`src/rtl/nibble_sched.sv`:
```
// nibble_sched: round-robin arbiter for two 32-bit requesters feeding a nibble serializer.
// Define NIBBLE_SCHED_PARITY_EN to add the registered parityOut output.
module nibble_sched #(
  parameter int NIBBLES = 8
) (
  input  logic        clk,
  input  logic        reset_L,
  input  logic        validA,
  input  logic [31:0] dataA,
  output logic        readyA,
  input  logic        validB,
  input  logic [31:0] dataB,
  output logic        readyB,
  output logic [3:0]  nibbleOut,
  output logic        validOut,
  input  logic        readyOut,
  output logic [2:0]  selA,
  output logic [2:0]  selB,
  output logic        sel,
  output logic        busy
`ifdef NIBBLE_SCHED_PARITY_EN
  ,
  output logic        parityOut
`endif
);

  typedef enum logic {
    IDLE = 1'b0,
    SEND = 1'b1
  } state_t;

  localparam logic [2:0] LAST = 3'(NIBBLES - 1);

  state_t      state_reg, state_next;
  logic        pri_a_reg, pri_a_next;   // 1: A holds priority
  logic [2:0]  idx_reg, idx_next;
  logic [2:0]  idx_inc;
  logic [31:0] word_reg, word_next;
  logic        sel_reg, sel_next;
  logic [2:0]  sel_a_reg, sel_a_next;
  logic [2:0]  sel_b_reg, sel_b_next;
  logic [3:0]  nibble_reg, nibble_next;
  logic        valid_reg, valid_next;

  always_ff @(posedge clk or negedge reset_L) begin
    if (!reset_L) begin
      state_reg <= IDLE;
    end else begin
      state_reg <= state_next;
    end
  end

  always_ff @(posedge clk or negedge reset_L) begin
    if (!reset_L) begin
      pri_a_reg  <= 1'b1;
      idx_reg    <= 3'd0;
      word_reg   <= 32'd0;
      sel_reg    <= 1'b0;
      sel_a_reg  <= 3'd0;
      sel_b_reg  <= 3'd0;
      nibble_reg <= 4'd0;
      valid_reg  <= 1'b0;
    end else begin
      pri_a_reg  <= pri_a_next;
      idx_reg    <= idx_next;
      word_reg   <= word_next;
      sel_reg    <= sel_next;
      sel_a_reg  <= sel_a_next;
      sel_b_reg  <= sel_b_next;
      nibble_reg <= nibble_next;
      valid_reg  <= valid_next;
    end
  end

  always_comb begin
    state_next  = state_reg;
    pri_a_next  = pri_a_reg;
    idx_next    = idx_reg;
    word_next   = word_reg;
    sel_next    = sel_reg;
    sel_a_next  = sel_a_reg;
    sel_b_next  = sel_b_reg;
    nibble_next = nibble_reg;
    valid_next  = valid_reg;
    readyA      = 1'b0;
    readyB      = 1'b0;
    idx_inc     = idx_reg + 3'd1;

    case (state_reg)
      IDLE: begin
        readyA = validA & (pri_a_reg | ~validB);
        readyB = validB & (~pri_a_reg | ~validA);
        if (readyA || readyB) begin
          word_next   = readyA ? dataA : dataB;
          sel_next    = readyA;
          idx_next    = 3'd0;
          pri_a_next  = ~pri_a_reg;
          valid_next  = 1'b1;
          nibble_next = readyA ? dataA[3:0] : dataB[3:0];
          state_next  = SEND;
          if (readyA) sel_a_next = 3'd0;
          else        sel_b_next = 3'd0;
        end
      end
      SEND: begin
        // Everything holds while the downstream stalls.
        if (readyOut) begin
          if (idx_reg == LAST) begin
            valid_next = 1'b0;
            state_next = IDLE;
          end else begin
            idx_next    = idx_inc;
            nibble_next = word_reg[{idx_inc, 2'b00} +: 4];
            if (sel_reg) sel_a_next = idx_inc;
            else         sel_b_next = idx_inc;
          end
        end
      end
      default: state_next = IDLE;
    endcase
  end

  assign nibbleOut = nibble_reg;
  assign validOut  = valid_reg;
  assign selA      = sel_a_reg;
  assign selB      = sel_b_reg;
  assign sel       = sel_reg;
  assign busy      = (state_reg == SEND);

`ifdef NIBBLE_SCHED_PARITY_EN
  logic parity_reg;

  // Tracks nibble_next so parity changes on exactly the same edge as the nibble.
  always_ff @(posedge clk or negedge reset_L) begin
    if (!reset_L) begin
      parity_reg <= 1'b0;
    end else begin
      parity_reg <= ^nibble_next;
    end
  end

  assign parityOut = parity_reg;
`endif

endmodule

```
`config.mk`:
```
export PLATFORM = sky130hd
export DESIGN_NAME = nibble_sched
export DESIGN_NICKNAME = d
export VERILOG_FILES = /design/src/rtl/nibble_sched.sv
export SDC_FILE = /design/constraint.sdc
export NUM_CORES = 1
export LEC_CHECK = 0
export ABC_AREA = 1
export CORE_MARGIN = 2
export CORE_UTILIZATION = 45
export CTS_BUF_LIST = sky130_fd_sc_hd__clkbuf_4 sky130_fd_sc_hd__clkbuf_8 sky130_fd_sc_hd__clkbuf_16
export DETAILED_ROUTE_END_ITERATION = 7
export PLACE_DENSITY = 0.79
export SYNTH_ARGS = -nofsm -noshare
export SYNTH_HDL_FRONTEND = slang
export SYNTH_SLANG_ARGS = --single-unit
```
`constraint.sdc`:
```
create_clock -name clk -period 2 [get_ports clk]
set_input_delay 0.2 -clock clk [delete_from_list [all_inputs] [get_ports clk]]
set_output_delay 0.2 -clock clk [all_outputs]
set_load 0.02 [all_outputs]
```
## Yosys cells after proc, flatten, opt, wreduce, memory -nomap -nowiden

Index checks and enable logic that the tools add are counted.

- Logic and storage cells: 66
- Output and inout port bits: 15
- Register bits after elaboration: 49

- Bitwise operators: 8
- Shift operators: 1
- Add/sub/neg operators: 1
- Reductions and logical operators: 6
- Mux-type cells: 32
- Equality and inequality tests: 9

Operator list:

| operator | number |
|---|---|
| $mux W3 | 13 |
| $mux W32 | 1 |
| $shiftx A32 B6 Y4 | 1 |
| $pmux W3 S2 | 3 |
| $mux W4 | 4 |
| $ne A2 B2 Y1 const B | 6 |
| $reduce_and A5 Y1 | 2 |
| $mux W1 | 8 |
| $pmux W4 S2 | 1 |
| $reduce_and A3 Y1 | 2 |
| $ne A2 B1 Y1 const B | 2 |
| $not A1 Y1 | 4 |
| $pmux W1 S2 | 2 |
| $add A3 B1 Y3 const B | 1 |
| $eq A3 B3 Y1 const B | 1 |
| $and A1 B1 Y1 | 2 |
| $or A1 B1 Y1 | 2 |
| $reduce_and A2 Y1 | 1 |
| $logic_or A1 B1 Y1 | 1 |

## Logic depth before layout (Yosys ltp)

Gate-level depths: netlist (run 1).

- Depth in word-level cells: 6
- Depth in mapped cells: 9
- Depth with buffers taken out: 9

## Worst setup path before layout (run 1)

OpenSTA, ideal clock, no wires.

- Kind: flip-flop to flip-flop
- From: reg idx_reg[0]
- To: reg nibble_reg[0], in the netlist nibbleOut[0]
- Path buffers: 1
- Setup slack: 0.554 ns
- Setup time: 0.117 ns
- Period minus slack after synthesis: 1.446 ns
- Arrival time: 1.329 ns
- Stages on the path, launching flop included: 9
- Path through: dfrtp_1 -> ha_1 -> clkbuf_1 -> inv_1 -> nand3_1 -> nand3_1 -> nand2_1 -> nor2_1 -> nor2_1

- Longest elaborated chain between the ends: 5
- Elaborated cells between the ends (all ways): 8
- Classes of those cells: add/sub: 1; eq/ne: 2; shift: 1; mux: 3; reduce/logical: 1

Ends and longest elaborated chain:

| element | RTL line | RTL |
|---|---|---|
| from (decl) | 36 | `logic [2:0] idx_reg, idx_next;` |
| from (signal assigned) | 65 | `idx_reg <= idx_next;` |
| $add A3 B1 Y3 | 87 | `idx_inc = idx_reg + 3'd1;` |
| $shiftx A32 B6 Y4 | 113 | `nibble_next = word_reg[{idx_inc, 2'b00} +: 4];` |
| $mux W4 | 108 | `if (idx_reg == LAST) begin` |
| $mux W4 | 107 | `if (readyOut) begin` |
| $pmux W4 S2 | 89 | `case (state_reg)` |
| to (signal assigned) | 70 | `nibble_reg <= nibble_next;` |
| to (decl) | 42 | `logic [3:0] nibble_reg, nibble_next;` |

Parallel ways exist; a longest one is shown, timed or not. The select of a mux whose other input is x is not followed.
A chain may end at the register's enable or synchronous reset.

## Worst setup path in the final report (run 1)

- From: in validA
- To: out readyB

- Longest elaborated chain between the ends: 4

Ends and longest elaborated chain:

| element | RTL line | RTL |
|---|---|---|
| from (decl) | 8 | `input logic validA,` |
| $not A1 Y1 | 92 | `readyB = validB & (~pri_a_reg \| ~validA);` |
| $or A1 B1 Y1 | 92 |  |
| $and A1 B1 Y1 | 92 |  |
| $mux W1 | 89 |  |
| to (decl) | 13 | `output logic readyB,` |

No other way between the ends.

==> results of run 1 <==
[per-layer routing]
layer  vias to the layer above  GRT usage, %
li1                       1273             -
met1                      1195         25.16
met2                        81         39.58
met3                         9         4.412
met4                         0         6.102
met5                         -             0
[power by group through the flow]
| stage | clock [mW] | sequential, mW | combinational (mW) |
|---|---|---|---|
| after global routing | 0.653 | 1.83 | 2.99 |
| after CTS | 0.604 | 1.78 | 2.67 |
| after detailed placement | 0 | 1.80 | 2.66 |
| after floorplan | 0 | 1.87 | 1.69 |
| final | 0.602 | 1.78 | 2.66 |
| after global placement | 0 | 1.78 | 2.59 |
[worst max-delay path, delay by kind of cell]
kind / cells / cell delay [ns]
buffers and inverters: 2 / 1.13
AND/OR/NAND/NOR: 3 / 0.33
[synth_stat cells, drive strengths merged]
master  instances  share of area [%]
a21oi           2               0.39
buf            15                3.8
clkbuf          1               0.14
dfrtp          48                 46
dfstp           1                1.0
ha              2               0.96
inv            21                3.1
nand2         102                 17
nand3          38                7.3
nand3b          1               0.29
nor2           45                6.5
o21ai          64                 13
o31ai           1               0.29
xnor2           1               0.34
[repair_timing]
| action | CTS | global route |
|---|---|---|
| hold buffers | 1 | 0 |
| endpoints found under the hold margin | 23 | 0 |
| resized for setup | 0 | 2 |
| setup endpoints to repair | 0 | 1 |
[worst min path at each step]
stage / from / to / slack [ns]
finish: reset_L / sel / 0.42
global route: reset_L / busy / 0.49
CTS: reset_L / busy / 0.44
detailed placement: reset_L / sel / 0.23
global placement: reset_L / sel / 0.22
floorplan: reset_L / busy / -0.1
[cell type report]
cell class,count,area share (%)
sequential,49,34.15
clock inverter,3,0.5917
multi-input combinational,256,32.96
clock buffer,5,1.914
tap,72,2.506
inverter,21,2.332
timing repair buffer,93,25.55
[logic make-up (layout without fill, tap and decap cells)]
group                      count (synthesis)  in the layout
AOI/OAI and AO/OA                         67             67
xor gates and xnor gates                   1              1
adders and majority gates                  2              2
buffers and inverters                     37            122
DFF                                       49             49
and+or+nand+nor                          186            186
[metrics by stage]
| step | utilization (%) | hold slack [ns] | setup slack, ns |
|---|---|---|---|
| after global routing | 64.88 | 0.4862 | 0.05140 |
| after floorplan | - | -0.09559 | 0.5538 |
| after global placement | 62.99 | 0.2246 | 0.1097 |
| final | 64.88 | 0.4181 | 0.1336 |
| after CTS | 64.79 | 0.4381 | 0.03793 |
| after detailed placement | 62.99 | 0.2342 | 0.08173 |
==> run metrics, run 1 <==
CTS tree=built; crit end category=primary output; Internal=2.811 mW; syn nets=413; worst vdd ir=0.6353 mV; XOR/XNOR share of the synthesized area=0.3373%; placed cell area=3490 µm²; synth unique cells=24; clock-pin slew on the worst setup and hold paths=0.10 ns; R2R Setup Slk=0.40 ns; Longest Clk Path Bufs=2; Syn. warnings=0; # IOs=84; vias in the first global route=2432; Max Used Layer=met4; Post-Syn Area=2596 µm²; CTS buffer count=5; met3 WL post-DR=375 µm; met2 WL=3483 µm; crit path from=validA; Max-Cap Viols=0; RePlAce Congestion=0.8829; commonest non-fill, non-tap cell in the layout=nand2_1; Relative slew margins=around three fifths; Clock Latency Late Sink=roughly 0.30 ns; die area=6393 µm²; Worst path max stage delay=around 0.61 ns; initial antenna violation count=0; core area=5540 µm²; final cell count without fillers=499; initial drt markers=198; Via density=5.126; main combinational cell family by area after synthesis=simple AND/OR/NAND/NOR gates; Fmax=0.5358 GHz; combinational power share=52.8%; n_diodes=0; Hold Crit Class=in -> async; design area=3595 µm²; Post-Synth Adder-Cell Area=0.9639%; share of post-route cells with drive strength above 1=7.494%; mux cell area share after synthesis=0%; final critical-path required period=1.866 ns; Pwr Density=1402 nW/µm²; register area share after synthesis=47.28%; port bufs=83; reg2reg end=nibbleOut[0]; Post-Synthesis Cells=342; Clock Skew=0.009141 ns; grt ovf=0; largest net degree at the start of global routing=34; Flop pwr share=about a third; crit path DAT=1.67 ns; Area Growth Syn to Fin=38.46%; post-route ant nets=0; Crit Path Category=in -> out; total track usage=a little over a fifth; postcts setup bufs=0; crit path max fanout=6; DRT met1 WL=~2700 µm; first-pass GRT wire length=10800 µm; Die Width=79.96 µm; RSZ-0062 raised after global routing=false; Switching Share=44.23%; area of the multi-input gates=around 1200 µm²; fin nets=about 500; Yosys reg bits=49; final hold violations=0; Clock Power Share=12.0%; Post-route DRC=0; total routed wirelength=6663 µm; CP cell instances=clkdlybuf4s50_1, nand2_4, nand2_1, nor2_1, clkdlybuf4s50_1; Most Frequent Cell on Critical Path=clkdlybuf4s50_1; vias after detailed routing=2558; max reg flops=32; Power, Total=5.040 mW; crit path to=readyB; Setup TNS=0 ns; total net switching power=2.229 mW; Die Y=79.96 µm; DP HPWL=5050 µm; Filler cells=around 520; Seq. cell area=around 1200 µm²; Syn Area/Cell=about 7.6 µm²; Pre-antenna DRT Iters=4; status=finished clean; CP Launch Type=primary input; Initial Util=46.86%; Pins Over Slew Limit=0; Critical-path top delay cell=clkdlybuf4s50_1; Tightest Pin Transition=0.5967 ns; Worst Path Required=1.80 ns; period utilization=93.32%; post-synthesis compound-gate area fraction=13.59%; Cells after DPL=490; Lkg Pwr=1.674 nW; Rows=27; post-synthesis simple-gate area fraction=30.75%; clk root buf=clkbuf_8; wire per inst=~13 µm; commonest non-fill, non-tap cells in the layout=nand2_1 (96), clkdlybuf4s50_1 (81), dfrtp_1 (48); R2R cell count=8; worst reg2reg path startpoint=idx_reg[0]; clk sinks=49; H-tree depth=2; # setup viols final=0
No activity file was read; power rests on OpenSTA's default activity.
==> inputs of run 2 (changes only) <==
--- a/config.mk
+++ b/config.mk
@@ -10,6 +10,7 @@
 export CORE_UTILIZATION = 45
 export CTS_BUF_LIST = sky130_fd_sc_hd__clkbuf_4 sky130_fd_sc_hd__clkbuf_8 sky130_fd_sc_hd__clkbuf_16
 export DETAILED_ROUTE_END_ITERATION = 7
+export GPL_ROUTABILITY_DRIVEN = 0
 export PLACE_DENSITY = 0.79
 export SYNTH_ARGS = -nofsm -noshare
 export SYNTH_HDL_FRONTEND = slang
==> run metrics, run 2 (synthesized netlist as in run 1, its figures left out) <==
# IOs=84 (unchanged); Initial Util=46.86% (unchanged); final hold slack=0.4035 ns (-0.01455 ns); Clock Skew=0.008936 ns (-0.0002055 ns); largest net degree at the start of global routing=34 (unchanged); Fmax=0.5368 GHz (+0.20%); die area=6393 µm² (unchanged); total track usage=21.40% (-0.15 points); Hold Crit Class=in -> async; Clock Latency Late Sink=0.30 ns (about the same); Longest Clk Path Bufs=2 (unchanged); commonest non-fill, non-tap cells in the layout=nand2_1 (96), clkdlybuf4s50_1 (81), dfrtp_1 (48); commonest non-fill, non-tap cell in the layout=nand2_1; Setup TNS=0 ns (unchanged); Lkg Pwr=1.684 nW (+0.60%); Tightest Pin Transition=0.5412 ns (-0.05547 ns); final cell count without fillers=500 (+0.20%); crit path max fanout=6 (unchanged); vias after detailed routing=2493 (-2.5%); # setup viols final=0 (unchanged); CTS tree=built; Final Util=64.95% (+0.068 points); port bufs=83 (unchanged); Crit Path Category=in -> out; DP HPWL=4924 µm (-2.5%); Pre-antenna DRT Iters=4 (unchanged); R2R cell count=8 (unchanged); Cells after DPL=491 (+0.20%); grt ovf=0 (unchanged); crit path from=validA; worst reg2reg path startpoint=idx_reg[0]; Filler cells=519 (unchanged); vias in the first global route=2482 (+2.1%); RSZ-0062 raised after global routing=false; Relative slew margins=63.92% (+3.7 points); crit end category=primary output; final hold violations=0 (unchanged); worst vdd ir=0.6886 mV (+8.4%); n_diodes=0 (unchanged); Die Width=79.96 µm (unchanged); period utilization=93.14% (-0.18 points); core area=5540 µm² (unchanged); Pins Over Slew Limit=0 (unchanged); Post-route DRC=0 (unchanged); CTS buffer count=5 (unchanged); crit path to=readyB; max reg flops=32 (unchanged); R2R Setup Slk=0.38 ns (-0.02 ns); Die Y=79.96 µm (unchanged); status=finished clean; clk sinks=49 (unchanged); initial drt markers=131 (-34%); CP Launch Type=primary input; Worst Path Required=1.80 ns (about the same); Power, Total=5.042 mW (about the same); H-tree depth=2 (unchanged); post-route ant nets=0 (unchanged); Seq. cell area=1227 µm² (unchanged); total routed wirelength=6360 µm (-4.5%); fin nets=498 (+0.20%); Pwr Density=1401 nW/µm² (about the same); share of post-route cells with drive strength above 1=7.710% (+0.22 points); clock-pin slew on the worst setup and hold paths=0.09 ns (about the same); Max-Cap Viols=0 (unchanged); Via density=4.986 (-2.7%); Rows=27 (unchanged); first-pass GRT wire length=10610 µm (-1.7%); area of the multi-input gates=1185 µm² (unchanged); initial antenna violation count=0 (unchanged); wire per inst=12.72 µm (-4.7%); Area Growth Syn to Fin=38.60%; clk root buf=clkbuf_8; crit path DAT=1.66 ns (about the same); final critical-path required period=1.863 ns (-0.003646 ns); reg2reg end=nibbleOut[0]
## run 2: cell count changes in the layout (fill, tap and decap cells not counted)
cell        change
buf_12          -1
inv_6           -1
clkinvlp_4      -1
inv_4           -1
inv_2           +1
buf_4           +2
clkbuf_8        +2
## run 2: report_power, final
group	switching [mW]	total, mW	internal [mW]
Clock	0.314	0.627	0.313
Sequential	0.293	1.78	1.49
Combinational	1.56	2.63	1.07
Total	2.17	5.04	2.87
## run 2: final cells by class
type,instances,area share [%]
clock inverter,1,0.1391
sequential,49,34.11
multi-input combinational,256,32.93
clock buffer,7,2.677
tap,72,2.503
inverter,21,2.260
timing repair buffer,94,25.38
## run 2: per-layer routing
metal  GRT usage [%]  up-vias  wire length [µm]  share of wire [%]
met2           37.42       70              3169                 50
met3           4.864       10               366                5.8
li1                -     1278                 -                  -
met5               0        -                 0                  0
met1           26.04     1135              2716                 43
met4           6.780        0               108                1.7
## run 2: worst max-delay path: stages
cell and delay [ns]:
clkdlybuf4s50_1 0.53, nand2_4 0.18, nand2_1 0.07, nor2_1 0.08, clkdlybuf4s50_1 0.61
## run 2: through the flow
stage               cell area, µm²  worst slack [ns]
floorplan                     2596            0.5538
global placement              3485            0.1105
detailed placement            3485           0.09480
CTS                           3596           0.04114
global route                  3598           0.04322
finish                        3598            0.1373
## run 2: timing repair
| action | CTS | global route |
|---|---|---|
| setup buffers | 0 | 0 |
| hold buffers | 1 | 0 |
| hold endpoints to repair | 21 | 0 |
| resized for setup | 0 | 1 |
| setup endpoints to repair | 0 | 1 |
## run 2: worst min-delay path by stage
stage,startpoint,to,depth (start not counted)
final,reset_L,idx_reg[2],2
after global placement,reset_L,sel,1
after global routing,reset_L,idx_reg[2],2
after floorplan,reset_L,busy,0
after detailed placement,reset_L,sel,1
after CTS,reset_L,idx_reg[2],2
==> inputs of run 3 (changes only) <==
--- a/config.mk
+++ b/config.mk
@@ -11,6 +11,7 @@
 export CTS_BUF_LIST = sky130_fd_sc_hd__clkbuf_4 sky130_fd_sc_hd__clkbuf_8 sky130_fd_sc_hd__clkbuf_16
 export DETAILED_ROUTE_END_ITERATION = 7
 export GPL_ROUTABILITY_DRIVEN = 0
+export GPL_TIMING_DRIVEN = 0
 export PLACE_DENSITY = 0.79
 export SYNTH_ARGS = -nofsm -noshare
 export SYNTH_HDL_FRONTEND = slang
==> run metrics, run 3 (synthesized netlist as in run 1, its figures left out) <==
final critical-path required period=1.845 ns (-0.01752 ns); largest net degree at the start of global routing=30 (-12%); status=finished clean; postcts setup bufs=0 (unchanged); initial drt markers=195 (+49%); fin nets=505 (+1.4%); # setup viols final=0 (unchanged); Pre-antenna DRT Iters=4 (unchanged); Clock Skew=0.01134 ns (+0.002399 ns); max reg flops=32 (unchanged); Rows=27 (unchanged); Setup TNS=0 ns (unchanged); CTS tree=built; setup ws final=0.1548 ns (+0.01752 ns); clk root buf=clkbuf_8; Crit Path Category=reg -> reg; total track usage=22.22% (+0.83 points); commonest non-fill, non-tap cells in the layout=nand2_1 (96), clkdlybuf4s50_1 (80), dfrtp_1 (48); # IOs=84 (unchanged); crit path DAT=2.09 ns (+0.43 ns); period utilization=92.26% (-0.88 points); wire per inst=13.13 µm (+3.2%); Max-Cap Viols=0 (unchanged); n_diodes=0 (unchanged); core area=5540 µm² (unchanged); Post-route DRC=0 (unchanged); crit path max fanout=10 (+4); Fmax=0.5419 GHz (+0.95%); CTS buffer count=5 (unchanged); die area=6393 µm² (unchanged); final hold slack=0.3829 ns (-0.02061 ns); final hold violations=0 (unchanged); clock-pin slew on the worst setup and hold paths=0.09 ns (about the same); worst vdd ir=0.6970 mV (+1.2%); commonest non-fill, non-tap cell in the layout=nand2_1; post-route ant nets=0 (unchanged); clk sinks=49 (unchanged); Hold Crit Class=in -> async; CP Launch Type=register; Pwr Density=1425 nW/µm² (+1.7%); Tightest Pin Transition=0.4977 ns (-0.04355 ns); Relative slew margins=66.82% (+2.9 points); DP HPWL=5220 µm (+6.0%); Worst Path Required=2.24 ns (+0.44 ns); Area Growth Syn to Fin=40.77%; RSZ-0062 raised after global routing=false; H-tree depth=2 (unchanged); total routed wirelength=6655 µm (+4.6%); Cells after DPL=498 (+1.4%); share of post-route cells with drive strength above 1=8.966% (+1.3 points); vias after detailed routing=2541 (+1.9%); initial antenna violation count=0 (unchanged); Pins Over Slew Limit=0 (unchanged); Lkg Pwr=1.707 nW (+1.4%); Die Y=79.96 µm (unchanged); Initial Util=46.86% (unchanged); crit end category=register; port bufs=83 (unchanged); Post-Place Worst Slack=-0.02088 ns (-0.1157 ns); grt ovf=0 (unchanged); final cell count without fillers=507 (+1.4%); first-pass GRT wire length=11220 µm (+5.7%); Clock Latency Late Sink=0.31 ns (about the same); Die Width=79.96 µm (unchanged); vias in the first global route=2587 (+4.2%); Via density=5.012 (+0.52%); Power, Total=5.206 mW (+3.3%); Longest Clk Path Bufs=2 (unchanged)
==> run 3: path summary, 6_finish.rpt <==
check	start	to	slack (ns)	depth (start not counted)
worst max-delay path	idx_reg[0]	nibbleOut[0]	0.15	8
worst min-delay path	reset_L	word_reg[14]	0.38	2
worst max register to register	idx_reg[0]	nibbleOut[0]	0.15	8
worst min register to register	selB[2]	selB[2]	0.48	2
max in group asynchronous	reset_L	pri_a_reg	1.03	3
min in group clk	selB[2]	selB[2]	0.48	2
==> run 3: routing by layer <==
| metal | share of wire [%] | global-route usage (%) | up-vias |
|---|---|---|---|
| met4 | 1.6 | 7.627 | 0 |
| met1 | 42 | 26.56 | 1156 |
| li1 | - | - | 1298 |
| met2 | 51 | 39.83 | 76 |
| met5 | 0 | 0 | - |
| met3 | 5.9 | 4.072 | 11 |
==> run 3: per-stage QoR <==
stage / instance area, µm² / utilization [%]
floorplan: 2596 / -
global placement: 3517 / 63.48
detailed placement: 3532 / 63.75
CTS: 3655 / 65.97
global route: 3655 / 65.97
finish: 3655 / 65.97
==> run 3: worst max-delay path, stage by stage, from the launching register on <==
cell      delay (ns)
dfrtp_1         0.39
ha_1            0.28
clkbuf_1        0.37
inv_1           0.25
nand3_1         0.14
nand3_1         0.12
nand2_1         0.09
nor2_1          0.05
nor2_1          0.08
==> run 3: timing repair <==
item	CTS	global route
gates resized for setup	2	0
hold endpoints to repair	20	0
setup endpoints to repair	1	0
hold buffers	1	0
==> run 3: area by class of cell <==
class	count	area, µm²
Fill cell	510	1886
Sequential cell	49	1227
Buffer	16	102.6
Multi-Input combinational cell	256	1185
Inverter	21	81.33
Timing Repair Buffer	85	853.3
Clock inverter	2	38.79
Tap cell	72	90.09
Clock buffer	6	76.32
==> run 3: where the power goes <==
part	internal [mW]	total, mW	switching [mW]	leakage, nW
combinational	1.10	2.69	1.59	1.06
sequential	1.49	1.80	0.308	0.590
clock	0.389	0.722	0.333	0.0588
total	2.98	5.21	2.23	1.71
